**src/rtl/mem_arb_pkg.sv**
```systemverilog
// Shared types and defaults for the fetch/data single-port memory arbiter.
package mem_arb_pkg;

    localparam int unsigned STARVE_MAX_DEFAULT = 4;
    localparam int unsigned ADDR_W             = 32;
    localparam int unsigned DATA_W             = 32;

    typedef enum logic [1:0] {
        RESP_NONE = 2'd0,
        RESP_IF   = 2'd1,
        RESP_D    = 2'd2
    } resp_owner_e;

    typedef struct packed {
        logic              we;
        logic [ADDR_W-1:0] addr;
        logic [DATA_W-1:0] wdata;
    } mem_req_t;

    // Counter width able to hold 0..max, never narrower than one bit.
    function automatic int unsigned ctr_width(input int unsigned max_val);
        return (max_val < 1) ? 1 : $clog2(max_val + 1);
    endfunction

endpackage

```
**src/rtl/arb_starve_ctr.sv**
```systemverilog
// Saturating count of consecutive cycles the fetch port was held off.
module arb_starve_ctr
    import mem_arb_pkg::*;
#(
    parameter int unsigned STARVE_MAX = STARVE_MAX_DEFAULT
) (
    input  logic clk,
    input  logic reset,
    input  logic starved,
    input  logic clear,
    output logic at_max_c
);

    localparam int unsigned CW = ctr_width(STARVE_MAX);

    logic [CW-1:0] cnt_q;

    always_ff @(posedge clk or negedge reset) begin
        if (!reset) begin
            cnt_q <= '0;
        end else if (clear) begin
            cnt_q <= '0;
        end else if (starved && (cnt_q != CW'(STARVE_MAX))) begin
            cnt_q <= cnt_q + CW'(1);
        end
    end

    assign at_max_c = (cnt_q == CW'(STARVE_MAX));

endmodule

```
**src/rtl/mem_arbiter.sv**
```systemverilog
// Arbitrates instruction fetch and data accesses onto one single-port memory,
// data first unless fetch has been starved for STARVE_MAX cycles.
module mem_arbiter
    import mem_arb_pkg::*;
#(
    parameter int unsigned STARVE_MAX = STARVE_MAX_DEFAULT
) (
    input  logic              clk,
    input  logic              reset,
    input  logic              if_req,
    input  logic [ADDR_W-1:0] if_addr,
    output logic              if_gnt,
    output logic              if_rvalid,
    output logic [DATA_W-1:0] if_rdata,
    input  logic              d_req,
    input  logic              d_we,
    input  logic [ADDR_W-1:0] d_addr,
    input  logic [DATA_W-1:0] d_wdata,
    output logic              d_gnt,
    output logic              d_rvalid,
    output logic [DATA_W-1:0] d_rdata,
    output logic              mem_en,
    output logic              mem_we,
    output logic [ADDR_W-1:0] mem_addr,
    output logic [DATA_W-1:0] mem_wdata,
    input  logic [DATA_W-1:0] mem_rdata,
    output logic              stall
);

    logic        starve_at_max_c;
    logic        d_win;
    logic        if_win;
    mem_req_t    sel;
    resp_owner_e state_q;
    resp_owner_e state_d;
    logic        store_q;

    // Grant decision: nothing while in reset, data first unless fetch is starved.
    assign d_win  = reset & d_req & ~(if_req & starve_at_max_c);
    assign if_win = reset & if_req & ~d_win;

    assign if_gnt = if_win;
    assign d_gnt  = d_win;
    assign mem_en = if_win | d_win;
    assign stall  = if_req & ~if_win;

    always_comb begin
        sel = '0;
        if (d_win) begin
            sel.we    = d_we;
            sel.addr  = d_addr;
            sel.wdata = d_wdata;
        end else if (if_win) begin
            sel.addr  = if_addr;
        end
    end

    assign mem_we    = sel.we;
    assign mem_addr  = sel.addr;
    assign mem_wdata = sel.wdata;

    arb_starve_ctr #(
        .STARVE_MAX (STARVE_MAX)
    ) u_starve (
        .clk      (clk),
        .reset    (reset),
        .starved  (if_req & ~if_win),
        .clear    (~if_req | if_win),
        .at_max_c (starve_at_max_c)
    );

    // Response owner: whoever was granted last cycle gets this cycle's read data.
    always_ff @(posedge clk or negedge reset) begin
        if (!reset) begin
            state_q <= RESP_NONE;
            store_q <= 1'b0;
        end else begin
            state_q <= state_d;
            store_q <= d_win & d_we;
        end
    end

    always_comb begin
        state_d = RESP_NONE;
        if (d_win) begin
            state_d = RESP_D;
        end else if (if_win) begin
            state_d = RESP_IF;
        end
    end

    // Stores are acknowledged with zero data.
    always_comb begin
        if_rvalid = 1'b0;
        if_rdata  = '0;
        d_rvalid  = 1'b0;
        d_rdata   = '0;
        case (state_q)
            RESP_IF: begin
                if_rvalid = 1'b1;
                if_rdata  = mem_rdata;
            end
            RESP_D: begin
                d_rvalid = 1'b1;
                d_rdata  = store_q ? '0 : mem_rdata;
            end
            default: ;
        endcase
    end

endmodule

```
**config.mk**
```make
export PLATFORM = sky130hd
export DESIGN_NAME = mem_arbiter
export DESIGN_NICKNAME = d
export VERILOG_FILES = /design/src/rtl/mem_arb_pkg.sv /design/src/rtl/arb_starve_ctr.sv /design/src/rtl/mem_arbiter.sv
export SDC_FILE = /design/constraint.sdc
export NUM_CORES = 1
export LEC_CHECK = 0
export CORE_AREA = 2 2 103 105
export DETAILED_ROUTE_END_ITERATION = 6
export DIE_AREA = 0 0 105 107
export PLACE_DENSITY = 0.67
export SETUP_SLACK_MARGIN = 0.15
export SYNTH_ARGS = -nofsm -noshare
export SYNTH_HDL_FRONTEND = slang
export SYNTH_SLANG_ARGS = --single-unit
export TNS_END_PERCENT = 50
```
**constraint.sdc**
```tcl
create_clock -name clk -period 2.35 [get_ports clk]
set_input_delay 0.47 -clock clk [delete_from_list [all_inputs] [get_ports clk]]
set_output_delay 0.47 -clock clk [all_outputs]
set_load 0.005 [all_outputs]
```
# Word-level counts from Yosys, hierarchy flattened
# Index checks and enable logic that the tools add are counted.
totals:
  reg_bits: 6
  latchBits: 0
  mem_bits_rw: 0
  mem_bits_ro: 0
  input_bits: 133
  out_inout_bits: 135
  elab_cells: 36
  mem_count: 0
op_classes:
  add_sub_neg: 1
  n_mul: 0
  div: 0
  order_cmp: 0
  n_eq_ne: 4
  shift: 0
  n_mux: 13
  bitwise: 13
  reduce_logical: 2
op_table:
  columns: ["cell", "count"]
  rows:
  - ["2-to-1 mux 32 bit", 6]
  - ["AND 1 bit", 7]
  - ["2-to-1 mux 3 bit", 2]
  - ["2-to-1 mux 1 bit", 4]
  - ["inverter 1 bit", 4]
  - ["adder 3 x 1 -> 3 bit (second input constant)", 1]
  - ["equality test 3 bit (second input constant)", 1]
  - ["!= test 3 bit (second input constant)", 1]
  - ["equality test 2 x 1 -> 1 bit (second input constant)", 1]
  - ["equality test 2 bit (second input constant)", 1]
  - ["2-to-1 mux 2 bit", 1]
  - ["OR 1 bit", 2]
  - ["nonzero test 2 bit", 1]
  - ["logical AND 1 bit", 1]

# Depth between registers and ports, before layout
logic_depth:
  word_depth: 11
  ltp_mapped: 6
  mapped_depth_nobuf: 5

# Hierarchy
# From an unflattened synthesis, not the netlist that was laid out.
hier_totals:
  cells_unflattened: 256
  area_unflattened_um2: 1624.1
modules_own_cells:
  columns: ["module", "n_inst", "cells_per_inst", "area_each_um2", "seq_area_each_um2"]
  rows:
  - ["mem_arbiter", 1, 238, 1426.4, 75.1]
  - ["arb_starve_ctr", 1, 18, 197.7, 75.1]

# Worst setup path after synthesis
# Ideal clock, no wire load.
synth_path:
  kind: "register to output"
  from: "reg u_starve.cnt_q[0]"
  to: "out mem_addr[23]"
  arrival_time_ns: 1.349
  required_ns: 1.880
  setup_slack_ns: 0.531
  path_stages_with_launch: 7
  n_path_buf: 1
  path_cell_list: "dfrtp_1 inv_1 ha_1 nand2_1 a21oi_4 buf_6 a22o_1"
synth_via:
  elab_chain_len: 8
synth_lines:
  columns: ["element", "line_no", "text"]
  rows:
  - ["start, declared", "arb_starve_ctr.sv:16", "logic [CW-1:0] cnt_q;"]
  - ["start signal, assigned", "arb_starve_ctr.sv:24", "cnt_q <= cnt_q + CW'(1);"]
  - ["equality test 3 bit", "arb_starve_ctr.sv:28", "assign at_max_c = (cnt_q == CW'(STARVE_MAX));"]
  - ["AND 1 bit", "mem_arbiter.sv:39", "assign d_win = reset & d_req & ~(if_req & starve_at_max_c);"]
  - ["inverter 1 bit", "mem_arbiter.sv:39", null]
  - ["AND 1 bit", "mem_arbiter.sv:39", null]
  - ["inverter 1 bit", "mem_arbiter.sv:40", "assign if_win = reset & if_req & ~d_win;"]
  - ["AND 1 bit", "mem_arbiter.sv:40", null]
  - ["net if_gnt", "mem_arbiter.sv:12", "output logic if_gnt,"]
  - ["2-to-1 mux 32 bit", "mem_arbiter.sv:53", "end else if (if_win) begin"]
  - ["2-to-1 mux 32 bit", "mem_arbiter.sv:49", "if (d_win) begin"]
  - ["end, declared", "mem_arbiter.sv:24", "output logic [ADDR_W-1:0] mem_addr,"]
# The timed path passes the listed nets, and every way through them passes these cells.

# Final worst setup path
layout_path:
  from: "reg u_starve.cnt_q[0]"
  to: "out mem_addr[15]"
layout_via:
  elab_chain_len: 8
layout_lines:
  columns: ["element", "line_no"]
  rows:
  - ["equality test 3 bit (*)", "arb_starve_ctr.sv:28"]
  - ["AND 1 bit (*)", "mem_arbiter.sv:39"]
  - ["inverter 1 bit (*)", "mem_arbiter.sv:39"]
  - ["AND 1 bit (*)", "mem_arbiter.sv:39"]
  - ["inverter 1 bit", "mem_arbiter.sv:40"]
  - ["AND 1 bit", "mem_arbiter.sv:40"]
  - ["2-to-1 mux 32 bit", "mem_arbiter.sv:53"]
  - ["2-to-1 mux 32 bit (*)", "mem_arbiter.sv:49"]
# Every way passes the cells marked *; elsewhere a longest branch is shown, timed or not.

==> qor.yml <==
outcome:
  run_status: "finished clean"
floorplanning:
  core_mm2: 0.0101
  ios: 268
  floorplan.rows: 37
  starting_density_of_the_core_pct: 13.1
  die_width_um: 105
  fp.dieArea_mm2: 0.0112
  die_h_um: 107
timing:
  post-route-worst-setup-slack_ns: 0.0561
  unrepaired_setup_endpoints_after_global_routing: "true"
  drv_slew: 0
  period_minus_slack_ns: 2.29
  timing_worst_slew_pin_value_ns: 0.282
  setup_viol: 0
  tns_ns: 0
  achievable-frequency_mhz: 436
  clock-skew-final_ns: 0.00516
  timing.final.hold_violations: 0
  min_period_over_period_pct: 97.6
  maxSlewHeadroom_pct: 81.2
final_layout:
  final_net_count: 612
  finalCoreUtilization_pct: 46.1
  antenna-diode-count: 0
  instances_no_fill: 611
  layout-drive-gt1-share_pct: 30.1
  area_overhead_of_the_layout_relative_to_synthesis_pct: 252
power_and_ir_drop:
  power_density_mw_per_mm2: 207
  max-vdd-ir-drop_v: 0.000198
  p_leak_nw: 2.18
global_route:
  grt_use_total_pct: 15.1
  grt_first_pass_wirelength_um: 13400
  grt_max_degree: 34
  first_global_vias: 2524
  overflow: 0
  antenna_violations_before_repair: 0
placed_design:
  io_buffer_count: 267
  detailedPlace.worstSlack_ns: -0.408
  number_of_instances_in_the_placed_design: 579
  place_congestion: 0.831
  dpl.hpwl_um: 7370
clock_network:
  clock-root-buffer: "sky130_fd_sc_hd__clkbuf_8"
  clock_tree.buffer_depth: 2
  path_clk_slew_ns: 0.04
  holdBufCountCts: 0
  clk_latency_ns: 0.23
  number_of_clock_buffers_inserted_by_tritoncts: 3
  clock_tree_from_tritoncts: "done"
  clock_h_tree_levels: 1
  clock_sinks: 6
synthesis:
  synth_area_per_cell_um2: 7.50
  synth_fp_nets: 311
  yosysUniqueCellTypes: 21
  post_synthesis_cells: 176
  yosysWarnings: 0
  yosysSeqAreaShare_pct: 11.4
  post_synthesis_instance_area_mm2: 0.00132
  synth.ff_latch_count: 6
drt:
  postRouteAntennaNets: 0
  met3_wl_um: 919
  routed-wl-met2_um: 5540
  top_signal_layer_used: "met4"
  route.detailed.wl_per_inst_um: 16.3
  routed_wirelength_um: 9940
  dr_total_vias: 2489
  drt-vias-per-instance: 4.07
  detail_route.first_pass.iterations: 4
  first_iter_violations: 33
  drc: 0
  m1WireLength_um: 3350
hold_path:
  worstHoldPathType: "in -> async"
worst_setup_path:
  cp_cell_sequence: "inv_2 -> ha_4 -> a31oi_4 -> buf_12 -> buf_8 -> buf_12 -> a22o_1 -> buf_2"
  critPathMostFrequentCell: "sky130_fd_sc_hd__buf_12"
  crit_path_max_fanout: 6
  slowest_stage: "sky130_fd_sc_hd__dfrtp_1"
  critical_path.startpoint_type: "register"
  critical_path.endpoint_type: "output port"
  timing.setup.critical_path_class: "reg -> out"
  worst-endpoint-arrival_ns: 1.82
  max_stage_delay_ns: 0.38
  required_ns: 1.88
job:
  max-cap-violations: 0
-- cell families after synthesis --
group | after synthesis | share of synthesized area, %
flip-flops | 6 | 11.4
AO/OA/AOI/OAI | 39 | 26.2
adder cells (fa/ha/maj) | 2 | 1.90
AND/OR/NAND/NOR | 111 | 51.3
buffers and inverters | 18 | 9.29
-- critical path, delay by kind of cell, from the launching register on --
| kind | cells | cell delay, ns |
|---|---|---|
| buffers and inverters | 5 | 0.65 |
| AOI/OAI and AO/OA | 2 | 0.38 |
| DFF | 1 | 0.38 |
| adders and majority gates | 1 | 0.17 |
-- stage by stage --
step	cell area, um^2	hold slack, ns	power [mW]
floorplan	1320	0.174	0.262
finish	4650	0.347	0.962
global route	4650	0.356	1.02
CTS	4430	0.345	0.916
global placement	4210	0.651	0.722
detailed placement	4210	0.666	0.729
-- cell usage after synthesis --
cell	n	area, um^2
sky130_fd_sc_hd__nand3_1	1	5.00
sky130_fd_sc_hd__o21a_1	2	15.0
sky130_fd_sc_hd__inv_1	2	7.51
sky130_fd_sc_hd__clkbuf_1	6	22.5
sky130_fd_sc_hd__nor3_1	2	10.0
sky130_fd_sc_hd__ha_1	2	25.0
sky130_fd_sc_hd__o32ai_1	1	8.76
sky130_fd_sc_hd__nor2_1	1	3.75
sky130_fd_sc_hd__buf_4	2	15.0
sky130_fd_sc_hd__o21ai_0	1	5.00
sky130_fd_sc_hd__and2b_1	1	7.51
sky130_fd_sc_hd__nor2b_1	4	25.0
sky130_fd_sc_hd__a22o_1	32	280
sky130_fd_sc_hd__dfrtp_1	6	150
sky130_fd_sc_hd__a31oi_2	1	12.5
sky130_fd_sc_hd__and2_1	97	607
sky130_fd_sc_hd__nand2_1	5	18.8
sky130_fd_sc_hd__a211oi_1	1	7.51
sky130_fd_sc_hd__buf_6	6	67.6
sky130_fd_sc_hd__buf_2	2	10.0
sky130_fd_sc_hd__a21oi_4	1	16.3
-- where the power goes --
group	internal [mW]	switching, mW	total [mW]
clock	0.110	0.0489	0.159
sequential	0.110	0.00413	0.114
combinational	0.477	0.212	0.689
total	0.697	0.265	0.962
-- metal layers --
metal,vias to the layer above,track usage [%]
met3,8,4.92
met1,1125,14.5
met2,158,30.9
met5,-,0
li1,1198,-
met4,0,3.33
-- area by class of cell --
type	instances	area, um^2
multi-input combinational	152	1130
timing repair buffer	312	3150
inverter	2	7.51
sequential	6	150
clock buffer	3	41.3
fill	1028	5440
tap	136	170
-- final timing paths --
path	startpoint	end	slack (ns)	cells past startpoint
min in group clk	u_starve.cnt_q[1]	u_starve.cnt_q[1]	0.69	3
max	u_starve.cnt_q[0]	mem_addr[15]	0.06	8
max reg2reg	u_starve.cnt_q[0]	u_starve.cnt_q[2]	0.91	8
max in group asynchronous	reset	state_q[1]	1.86	2
min reg2reg	u_starve.cnt_q[1]	u_starve.cnt_q[1]	0.69	3
min	reset	u_starve.cnt_q[0]	0.35	2
-- state kept, by name (all words and copies together), names as in the netlist --
register / cells
store_q: 1
state_q: 2
u_starve.cnt_q: 3
-- what timing repair did --
item,CTS,global route
cloned,5,4
hold endpoints to repair,0,0
buffers inserted,14,6
resized for setup,232,120
setup endpoints to repair,85,84
pin swaps,12,32
-- cell usage in the layout (no fill, tap or decap) --
cell and n:
sky130_fd_sc_hd__a211oi_1 1, sky130_fd_sc_hd__a21oi_4 1, sky130_fd_sc_hd__a22o_1 32, sky130_fd_sc_hd__a31oi_4 1
sky130_fd_sc_hd__and2_1 77, sky130_fd_sc_hd__and2_4 20, sky130_fd_sc_hd__and2b_2 1, sky130_fd_sc_hd__buf_12 10
sky130_fd_sc_hd__buf_16 5, sky130_fd_sc_hd__buf_2 33, sky130_fd_sc_hd__buf_4 11, sky130_fd_sc_hd__buf_6 30
sky130_fd_sc_hd__buf_8 2, sky130_fd_sc_hd__clkbuf_16 4, sky130_fd_sc_hd__clkbuf_2 16, sky130_fd_sc_hd__clkbuf_8 3
sky130_fd_sc_hd__clkdlybuf4s15_1 10, sky130_fd_sc_hd__clkdlybuf4s50_1 174, sky130_fd_sc_hd__dfrtp_1 6, sky130_fd_sc_hd__dlygate4sd2_1 11
sky130_fd_sc_hd__dlymetal6s2s_1 6, sky130_fd_sc_hd__ha_1 1, sky130_fd_sc_hd__ha_4 1, sky130_fd_sc_hd__inv_2 2
sky130_fd_sc_hd__nand2_1 3, sky130_fd_sc_hd__nand2_2 1, sky130_fd_sc_hd__nand2_4 1, sky130_fd_sc_hd__nand3_1 1
sky130_fd_sc_hd__nor2_1 1, sky130_fd_sc_hd__nor2b_1 3, sky130_fd_sc_hd__nor2b_2 1, sky130_fd_sc_hd__nor3_1 2
sky130_fd_sc_hd__o21a_1 2, sky130_fd_sc_hd__o21ai_0 1, sky130_fd_sc_hd__o32ai_1 1
Note: power is estimated with default switching activity, not from simulation.
